<file path="src/rtl/sram_arbiter_pkg.sv">
// Shared defaults and grant encoding for the SRAM arbiter.
// SRAM_WORD / MAX_T_SIZE_LOG mirror the legacy `Sram_Word / `Max_T_size_log defines.
package sram_arbiter_pkg;
  localparam int SRAM_WORD           = 16;
  localparam int MAX_T_SIZE_LOG      = 8;
  localparam int READ_STREAK_DEFAULT = 4;
  localparam int WFIFO_DEPTH_DEFAULT = 4;

  localparam logic [1:0] GNT_IDLE  = 2'd0;
  localparam logic [1:0] GNT_LOAD  = 2'd1;
  localparam logic [1:0] GNT_STORE = 2'd2;
  localparam logic [1:0] GNT_READ  = 2'd3;
endpackage

</file>
<file path="src/rtl/sram_arbiter_wr_fifo.sv">
// Store queue for the arbiter: synchronous FIFO of {addr, data} with synchronous clear.
// A push while full is accepted only when a pop happens in the same cycle.
module sram_wr_fifo #(
  parameter int DEPTH = 4,
  parameter int W     = 8
) (
  input  logic         clk,
  input  logic         rst_n,
  input  logic         clr,
  input  logic         push,
  input  logic         pop,
  input  logic [W-1:0] din,
  output logic         full,
  output logic         almost_full,
  output logic         empty,
  output logic [W-1:0] head
);
  localparam int AW = $clog2(DEPTH);
  localparam logic [AW:0] FULL_CNT = (AW+1)'(DEPTH);
  localparam logic [AW:0] AF_CNT   = (AW+1)'(DEPTH - 1);

  logic [W-1:0]  mem [DEPTH];
  logic [AW-1:0] rd_idx;
  logic [AW-1:0] wr_idx;
  logic [AW:0]   cnt;
  logic          do_push;
  logic          do_pop;

  assign do_pop  = pop && !empty;
  assign do_push = push && (!full || do_pop);

  always_ff @(posedge clk or negedge rst_n) begin
    if (!rst_n) begin
      rd_idx <= '0;
      wr_idx <= '0;
      cnt    <= '0;
    end else if (clr) begin
      rd_idx <= '0;
      wr_idx <= '0;
      cnt    <= '0;
    end else begin
      if (do_push) wr_idx <= wr_idx + 1'b1;
      if (do_pop)  rd_idx <= rd_idx + 1'b1;
      case ({do_push, do_pop})
        2'b10:   cnt <= cnt + 1'b1;
        2'b01:   cnt <= cnt - 1'b1;
        default: cnt <= cnt;
      endcase
    end
  end

  always_ff @(posedge clk) begin
    if (do_push) mem[wr_idx] <= din;
  end

  assign full        = (cnt == FULL_CNT);
  assign almost_full = (cnt >= AF_CNT);
  assign empty       = (cnt == '0);
  assign head        = mem[rd_idx];
endmodule

</file>
<file path="src/rtl/sram_arbiter.sv">
// Single-port SRAM arbiter: loader, queued stores and sequential reads share one port,
// one registered command per cycle, read data returned in order three cycles after the pulse.
module sram_arbiter
  import sram_arbiter_pkg::*;
#(
  parameter int ADDR_W      = MAX_T_SIZE_LOG,
  parameter int WORD_W      = SRAM_WORD,
  parameter int WFIFO_DEPTH = WFIFO_DEPTH_DEFAULT,
  parameter int READ_STREAK = READ_STREAK_DEFAULT
) (
  input  logic              clk,
  input  logic              rst_n,
  input  logic              i_init,
  input  logic              i_load_mode,
  input  logic [ADDR_W-1:0] i_word_count,
  input  logic              i_ld_valid,
  input  logic [ADDR_W-1:0] i_ld_addr,
  input  logic [WORD_W-1:0] i_ld_data,
  output logic              o_ld_ready,
  input  logic              i_rd_req,
  output logic [WORD_W-1:0] o_rd_data,
  output logic              o_rd_valid,
  input  logic              i_wr_req,
  input  logic [WORD_W-1:0] i_wr_data,
  output logic              o_sram_cen,
  output logic              o_sram_wen,
  output logic [ADDR_W-1:0] o_sram_addr,
  output logic [WORD_W-1:0] o_sram_d,
  input  logic [WORD_W-1:0] i_sram_q,
  output logic              o_busy,
  output logic              o_overflow
);
  localparam int SW = $clog2(READ_STREAK + 1);
  localparam logic [SW-1:0] STREAK_MAX = SW'(READ_STREAK);

  logic [ADDR_W-1:0]        rd_ptr;
  logic [ADDR_W-1:0]        wr_ptr;
  logic [1:0]               rd_pend;
  logic [SW-1:0]            streak;
  logic                     full;
  logic                     almost_full;
  logic                     empty;
  logic [ADDR_W+WORD_W-1:0] head;
  logic [ADDR_W-1:0]        head_addr;
  logic [WORD_W-1:0]        head_data;
  logic [1:0]               gnt;
  logic                     push;
  logic                     pop;
  logic                     rd_inc;
  logic                     rd_dec;
  logic                     ovf_now;
  logic                     rd_vld_p0;

  // A bound of 0 lets the pointer run the full 2^ADDR_W range.
  function automatic logic [ADDR_W-1:0] next_ptr(input logic [ADDR_W-1:0] p,
                                                 input logic [ADDR_W-1:0] bound);
    if (bound != '0 && p == bound - 1'b1) return '0;
    return p + 1'b1;
  endfunction

  assign {head_addr, head_data} = head;

  always_comb begin
    gnt = GNT_IDLE;
    if (!i_init) begin
      if (i_load_mode) begin
        if (i_ld_valid) gnt = GNT_LOAD;
      end else if (!empty && (rd_pend == 2'd0 || almost_full ||
                              streak >= STREAK_MAX || head_addr == rd_ptr)) begin
        gnt = GNT_STORE;
      end else if (rd_pend != 2'd0) begin
        gnt = GNT_READ;
      end
    end
  end

  assign pop        = (gnt == GNT_STORE);
  assign rd_dec     = (gnt == GNT_READ);
  assign push       = i_wr_req && !i_init && (!full || pop);
  assign rd_inc     = i_rd_req && !i_init && (rd_pend != 2'd3 || rd_dec);
  assign ovf_now    = !i_init && ((i_wr_req && full && !pop) ||
                                  (i_rd_req && rd_pend == 2'd3 && !rd_dec));
  assign o_ld_ready = (gnt == GNT_LOAD);
  assign o_busy     = (rd_pend != 2'd0) || !empty || rd_vld_p0 || !o_sram_cen;

  sram_wr_fifo #(
    .DEPTH (WFIFO_DEPTH),
    .W     (ADDR_W + WORD_W)
  ) u_wr_fifo (
    .clk         (clk),
    .rst_n       (rst_n),
    .clr         (i_init),
    .push        (push),
    .pop         (pop),
    .din         ({wr_ptr, i_wr_data}),
    .full        (full),
    .almost_full (almost_full),
    .empty       (empty),
    .head        (head)
  );

  always_ff @(posedge clk or negedge rst_n) begin
    if (!rst_n) begin
      rd_ptr     <= '0;
      wr_ptr     <= '0;
      rd_pend    <= '0;
      streak     <= '0;
      o_overflow <= 1'b0;
    end else if (i_init) begin
      rd_ptr     <= '0;
      wr_ptr     <= '0;
      rd_pend    <= '0;
      streak     <= '0;
      o_overflow <= 1'b0;
    end else begin
      if (push)   wr_ptr <= next_ptr(wr_ptr, i_word_count);
      if (rd_dec) rd_ptr <= next_ptr(rd_ptr, i_word_count);
      rd_pend <= rd_pend + {1'b0, rd_inc} - {1'b0, rd_dec};
      if (pop || empty)                       streak <= '0;
      else if (rd_dec && streak != STREAK_MAX) streak <= streak + 1'b1;
      if (ovf_now) o_overflow <= 1'b1;
    end
  end

  // Stage p0: command on the SRAM pins; stage p1: read word captured into o_rd_data.
  always_ff @(posedge clk or negedge rst_n) begin
    if (!rst_n) begin
      o_sram_cen  <= 1'b1;
      o_sram_wen  <= 1'b1;
      o_sram_addr <= '0;
      o_sram_d    <= '0;
      rd_vld_p0   <= 1'b0;
      o_rd_valid  <= 1'b0;
      o_rd_data   <= '0;
    end else begin
      rd_vld_p0  <= rd_dec;
      o_rd_valid <= rd_vld_p0 && !i_init;
      if (rd_vld_p0) o_rd_data <= i_sram_q;
      o_sram_cen <= (gnt == GNT_IDLE);
      o_sram_wen <= !(gnt == GNT_LOAD || gnt == GNT_STORE);
      case (gnt)
        GNT_LOAD: begin
          o_sram_addr <= i_ld_addr;
          o_sram_d    <= i_ld_data;
        end
        GNT_STORE: begin
          o_sram_addr <= head_addr;
          o_sram_d    <= head_data;
        end
        GNT_READ: o_sram_addr <= rd_ptr;
        default: ;
      endcase
    end
  end
endmodule

</file>
<file path="config.mk">
export PLATFORM = sky130hd
export DESIGN_NAME = sram_arbiter
export DESIGN_NICKNAME = d
export VERILOG_FILES = /design/src/rtl/sram_arbiter_pkg.sv /design/src/rtl/sram_arbiter_wr_fifo.sv /design/src/rtl/sram_arbiter.sv
export SDC_FILE = /design/constraint.sdc
export NUM_CORES = 1
export LEC_CHECK = 0
export CORE_MARGIN = 1.5
export CORE_UTILIZATION = 30
export CTS_CLUSTER_DIAMETER = 40
export DETAILED_ROUTE_END_ITERATION = 6
export SYNTH_ARGS = -nofsm -noshare
export SYNTH_HDL_FRONTEND = slang
export SYNTH_HIERARCHICAL = 1
export SYNTH_SLANG_ARGS = --single-unit
export TNS_END_PERCENT = 20
</file>
<file path="constraint.sdc">
create_clock -name clk -period 5.4 [get_ports clk]
set_input_delay 0.81 -clock clk [delete_from_list [all_inputs] [get_ports clk]]
set_output_delay 0.81 -clock clk [all_outputs]
set_load 0.05 [all_outputs]
</file>
==> flow_summary.toml, run 1 <==
[synth]
synth_ff_type = "edfxtp_1"
synth.top_cell.area_share = 0.368
synth_edf_count = 96
synthTopCellsByArea = "edfxtp_1 (37%), dfrtp_1 (23%), mux4_2 (6.9%), xor2_1 (2.7%), mux2_2 (2.6%)"
synthXorXnorAreaFrac = 0.0528
ys_warn_count = 6
synth_top_cell_by_area = "edfxtp_1"
yosys.area_share.simple = 0.0847
yosysMostFrequentCell = "edfxtp_1"
syn_area_per_cell_um2 = 14.0
ys_seq_area_frac = 0.602
synth_nets = 647
synthArstFlopShare = 0.432
synthMuxAreaShare = 0.117
synthAdderAreaFrac = 0.0281
synth-compound-area-share = 0.0822
syn_inst = 559
synth-seq-cells = 169
synth_cell_types = 65
synth_top_family_by_area = "multiplexers"
syn_area_um2 = 7830
netlist_top_cells_count = "edfxtp_1 (96), dfrtp_1 (71), a21oi_1 (40)"

[layout]
utilization = 0.392
num-fill-cells = 2392
layout.cells.non_filler = 1015
antenna_cells = 0
nNetsFinal = 760
post-route-cell-area_um2 = 9940
areaGrowthSynthToFinish_pct = 27.1
seq_area_um2 = 4710
drive_above_1_share = 0.147
multiInputGateArea_um2 = 2860

[power]
p_int_mw = 2.45
pwr-share-comb = 0.243
power_density_nw_per_um2 = 369
p_total_mw = 3.67
pwr-share-clk = 0.333
p_switching_mw = 1.22
leakage_nw = 3.65
switching_share = 0.333
p_seq_frac = 0.424
irDropWorstVdd_uv = 213

[global_routing]
grtUsageMet3 = 0.0286
first_global_vias = 4924
grt_max_degree = 61
met2_usage = 0.223
gr-total-overflow = 0
antenna_found_initial = 0
grtUsageTotal = 0.132
grt_use_met1 = 0.165
grt.busiest_layer = "met2"
grt_pass1_wl_um = 27000

[worst_setup_path]
endpoint_kind = "flop"
cp.required_ps = 5750
cp.arrival_ps = 5070
critPathKind = "flop to flop"
worst_setup_path_start_kind = "flop"
crit_fanout = 13

[die]
start_util = 0.308
die_area_um2 = 27100
die_w_um = 165
die_h_um = 165
ioPinCount = 117
row_count = 58
design.core.area_um2 = 25400

[cts]
cts_setup_buffers = 0
path_clk_slew_ps = 70
cts.sinks = 169
cts_hold_buf = 0
cts_made_buffers = 17
cts-root-buf = "clkbuf_16"
htree_num_levels = 4
cts_tree = "yes"
cts_max_path_buffers = 2
postCtsResizedCells = 0
clk_latency_ps = 430

[drt]
viasPerCell = 4.78
drcViolationCount = 0
num_vias = 4852
drt_iter0_drc = 248
antenna_left = 0
routed_wl_um = 17100
drt_pass1_iterations = 5
wl_per_cell_um = 16.9

[placement]
port_buffers = 116
place_hpwl_um = 11800
place_ws_ps = 707
place_inst = 983
placed_area_um2 = 9330
gp_congestion = 0.789

[job]
drv_cap = 0

[timing]
slew_headroom = 0.272
fin_crit_sh = 0.873
fin_ws_ps = 684
fmax_mhz = 212
rsz0062_at_grt = "false"
max_slew.worst_pin.slew_ps = 1090
maxSlewViolCount = 0
setup_violations = 0
finalSetupTns_ps = 0
final.min_clock_period_ps = 4720
worst_hold_slack_ps = 222
hold_viol = 0
fin_skew_ps = 12.1

[min_path]
hold_path.class = "input pin to async pin"

[status]
status = "complete, no violations"
## worst paths after layout
kind / slack (ps) / startpoint / cells after the start / end
max in group asynchronous: 4120 / rst_n / 2 / o_sram_addr[7]$_DFFE_PN0P_
setup reg to reg: 680 / u_wr_fifo/rd_idx[0]$_DFFE_PN0P_ / 16 / u_wr_fifo/cnt[2]$_DFFE_PN0P_
hold reg to reg: 510 / o_rd_data[5]$_DFFE_PN0P_ / 1 / o_rd_data[5]$_DFFE_PN0P_
min in group clk: 510 / o_rd_data[5]$_DFFE_PN0P_ / 1 / o_rd_data[5]$_DFFE_PN0P_
setup / recovery: 680 / u_wr_fifo/rd_idx[0]$_DFFE_PN0P_ / 16 / u_wr_fifo/cnt[2]$_DFFE_PN0P_
hold / removal: 220 / rst_n / 1 / o_sram_d[10]$_DFFE_PN0N_
## layer usage
metal	vias up	wire length (um)
met5	-	0
met4	0	321
met3	18	649
met2	101	8650
met1	2396	7520
li1	2337	-
## logic make-up (layout without fill, tap and decap cells)
group / after synthesis / count (layout)
adder cells (fa/ha/maj): 17 / 17
XOR/XNOR: 42 / 42
AO/OA/AOI/OAI: 98 / 98
AND/OR/NAND/NOR: 118 / 118
multiplexers: 59 / 59
flip-flops: 169 / 169
buffers and inverters: 56 / 182
## layout make-up
type	instances	area share
Multi-Input combinational cell	334	0.287
Sequential cell	169	0.474
Clock buffer	17	0.0428
Clock inverter	15	0.0187
Tap cell	330	0.0415
Timing Repair Buffer	127	0.127
Inverter	23	0.00868
## sequential cells by signal (all words and copies together) (netlist names), 2 cells and up
| name | cells |
|---|---|
| o_rd_data | 16 |
| o_sram_addr | 8 |
| o_sram_d | 16 |
| rd_pend | 2 |
| rd_ptr | 8 |
| streak | 3 |
| u_wr_fifo/cnt | 3 |
| u_wr_fifo/mem | 96 |
| u_wr_fifo/rd_idx | 2 |
| u_wr_fifo/wr_idx | 2 |
| wr_ptr | 8 |
## cells in the final DEF (no fill, tap or decap), drive strengths merged, types with 4 or more instances in the layout
master | netlist | layout
nor4 | 5 | 5
a2111oi | 4 | 4
a22o | 5 | 5
clkbuf | 19 | 17
ha | 16 | 16
nand3 | 10 | 10
nand2 | 13 | 13
mux4 | 24 | 24
inv | 23 | 31
a211oi | 16 | 16
nor2 | 39 | 39
o21ai | 11 | 11
xor2 | 24 | 24
mux2 | 18 | 18
xnor2 | 15 | 15
clkdlybuf4s50 | 0 | 115
nor3 | 8 | 8
dfrtp | 71 | 71
a21oi | 40 | 40
clkinv | 0 | 5
buf | 14 | 12
edfxtp | 96 | 96
and3 | 11 | 11
mux2i | 17 | 17
nand4 | 5 | 5
## power groups by stage
| stage | Clock (mW) | Sequential [mW] | Combinational (mW) |
|---|---|---|---|
| 2_1_floorplan | 0 | 1.93 | 0.219 |
| 6_report | 1.22 | 1.56 | 0.894 |
| 3_5_place_dp | 0 | 1.59 | 0.904 |
| 4_1_cts | 1.26 | 1.56 | 0.905 |
| 3_3_place_gp | 0 | 1.58 | 0.899 |
| 5_1_grt | 1.31 | 1.57 | 0.950 |
## critical path: stages, from the launching register on
cell,delay [ps]
dfrtp_1,680
mux4_2,600
xor2_1,170
nor4_1,350
a211oi_1,130
o21ai_0,220
a21o_1,210
ha_2,190
nand2b_1,130
nand2_1,230
nor2_1,160
buf_4,190
nand2b_1,190
nor2_1,70
fa_1,420
or4_1,530
a31oi_1,170
No activity file was read; power rests on OpenSTA's default activity.
==> run 2: changes to the inputs <==
==> constraint.sdc (replaced) <==
create_clock -name clk -period 4.4 [get_ports clk]
set_input_delay 0.66 -clock clk [delete_from_list [all_inputs] [get_ports clk]]
set_output_delay 0.66 -clock clk [all_outputs]
set_load 0.05 [all_outputs]
==> run 2 against run 1 <==
Routed wire length up 3.7%. Core utilization increased by 0.33 points. Clock power grew 26%. Sequential power increased by 22%. Critical path type unchanged. Clock-buffer cell count did not move. Non-clock buffer count up 12. Global-route usage increased by 0.58 points. Register-to-register slack worse by 410 ps. Die area unchanged.
==> flow_summary.toml, run 2 (synthesis results as in run 1) <==
[power]
power_density_nw_per_um2 = 455
irDropWorstVdd_uv = 282
p_seq_frac = 0.418
pwr-share-comb = 0.243
p_total_mw = 4.56
pwr-share-clk = 0.339
p_int_mw = 3.06
p_switching_mw = 1.50
switching_share = 0.330
leakage_nw = 3.72

[global_routing]
grt_max_degree = 42
grtUsageTotal = 0.138
grt_pass1_wl_um = 27900
first_global_vias = 4924
antenna_found_initial = 0
gr-total-overflow = 0

[layout]
top_register = "u_wr_fifo/mem"
reg.largest.list = "u_wr_fifo/mem: 96 flops, o_rd_data: 16 flops, o_sram_d: 16 flops"
areaGrowthSynthToFinish_pct = 28.1
post-route-cell-area_um2 = 10000
layout.cells.non_filler = 1027
mostFrequentLayoutCell = "clkdlybuf4s50_1"
antenna_cells = 0
nNetsFinal = 772
largest_reg_flops = 96
drive_above_1_share = 0.165
final_cell_mix = "clkdlybuf4s50_1 (114), edfxtp_1 (96), dfrtp_1 (71), a21oi_1 (40), nor2_1 (37)"

[timing]
fin_crit_sh = 0.937
fmax_mhz = 243
hold_viol = 0
fin_skew_ps = 10.9
final.min_clock_period_ps = 4120
rsz0062_at_grt = "false"
setup_violations = 0
maxSlewViolCount = 0
max_slew.worst_pin.slew_ps = 759
finalSetupTns_ps = 0
slew_headroom = 0.490

[die]
ioPinCount = 117
die_h_um = 165
start_util = 0.308
row_count = 58
design.core.area_um2 = 25400
die_w_um = 165
die_area_um2 = 27100

[drt]
num_vias = 4863
antenna_left = 0
wl_met3_um = 852
drt_pass1_iterations = 4
drcViolationCount = 0
viasPerCell = 4.74
route.met2.wl_um = 8760
wl_met1_um = 7920
routed_wl_um = 17800
drt_iter0_drc = 430
highest_layer = "met4"
wl_per_cell_um = 17.3

[placement]
placed_area_um2 = 9400
gp_congestion = 0.794
port_buffers = 116
place_inst = 995
place_hpwl_um = 12400

[worst_setup_path]
critPathKind = "flop to flop"
crit_family = "simple AND/OR/NAND/NOR gates"
endpoint_kind = "flop"
worst_path_max_delay_cell = "mux4_2"
crit_buf_inv = 1
cpPeakStageDelay_ps = 550
cp.depth = 16
reg2regPathDepth = 16
rrSetupSlack_ps = 280
cp.arrival_ps = 4470
cp.required_ps = 4750
worst_setup_path_start_kind = "flop"
crit_fanout = 10
path_cells = "buf_6 > mux4_2 > xor2_1 > nor4_1 > a211oi_1 > o21ai_1 > a21o_1 > ha_2 > nand2b_1 > nand2_1 > nor2_1 > nand2b_1 > nor2_1 > fa_1 > or4_1 > a31oi_1"

[cts]
path_clk_slew_ps = 80
cts_max_path_buffers = 2
cts_setup_buffers = 0
cts.sinks = 169
cts-root-buf = "clkbuf_16"
cts_tree = "yes"
cts_made_buffers = 17
clk_latency_ps = 430
htree_num_levels = 4

[job]
drv_cap = 0

[min_path]
hold_path.class = "input pin to async pin"

[status]
status = "complete, no violations"
run 2: cell count changes in the layout (fill, tap and decap cells not counted), moves of 2 or more:
cell        before  now
inv_6            1    3
clkinv_4         1    3
buf_4           10   24
buf_12           2    0
clkinvlp_4       2    0
inv_8            5    3
run 2: layer usage:
metal / vias up / global-route usage
li1: 2358 / -
met1: 2386 / 0.179
met2: 109 / 0.229
met3: 10 / 0.0286
met4: 0 / 0.0487
met5: - / 0
run 2: path summary, 6_finish.rpt:
path,startpoint,endpoint
setup / recovery,u_wr_fifo/rd_idx[0]$_DFFE_PN0P_,u_wr_fifo/cnt[2]$_DFFE_PN0P_
min in group clk,o_rd_data[2]$_DFFE_PN0P_,o_rd_data[2]$_DFFE_PN0P_
hold / removal,rst_n,o_sram_d[10]$_DFFE_PN0N_
max in group asynchronous,rst_n,wr_ptr[5]$_DFFE_PN0P_
setup reg to reg,u_wr_fifo/rd_idx[0]$_DFFE_PN0P_,u_wr_fifo/cnt[2]$_DFFE_PN0P_
hold reg to reg,o_rd_data[2]$_DFFE_PN0P_,o_rd_data[2]$_DFFE_PN0P_
run 2: metrics by stage:
stage	hold WS, ps	util	worst slack, ps
2_1_floorplan	364	-	46.2
3_3_place_gp	489	0.370	329
3_5_place_dp	496	0.370	205
4_1_cts	180	0.394	182
5_1_grt	207	0.395	39.4
6_report	181	0.395	277
run 2: power by group through the flow:
| stage | combinational, mW | clock, mW | sequential [mW] |
|---|---|---|---|
| floorplan | 0.269 | 0 | 2.37 |
| global placement | 1.11 | 0 | 1.94 |
| detailed placement | 1.12 | 0 | 1.94 |
| CTS | 1.12 | 1.58 | 1.91 |
| global route | 1.18 | 1.65 | 1.93 |
| finish | 1.11 | 1.54 | 1.91 |
run 2: final cells by class:
| type | instances | area (um2) |
|---|---|---|
| Clock buffer | 17 | 425 |
| Clock inverter | 15 | 198 |
| Fill cell | 2367 | 15400 |
| Inverter | 23 | 86.3 |
| Multi-Input combinational cell | 334 | 2860 |
| Sequential cell | 169 | 4710 |
| Tap cell | 330 | 413 |
| Timing Repair Buffer | 139 | 1330 |
run 2: repair_timing:
action / CTS / global route
endpoints found under the setup margin: 0 / 1
gates resized for setup: 0 / 3
hold buffers: 0 / 0
==> run 3: changes to the inputs <==
--- a/config.mk
+++ b/config.mk
@@ -5,6 +5,7 @@
 export SDC_FILE = /design/constraint.sdc
 export NUM_CORES = 1
 export LEC_CHECK = 0
+export CAP_MARGIN = 25
 export CORE_MARGIN = 1.5
 export CORE_UTILIZATION = 30
 export CTS_CLUSTER_DIAMETER = 40
==> results of run 3 <==
No change in the layout: final DEF, timing and power equal those of run 2.
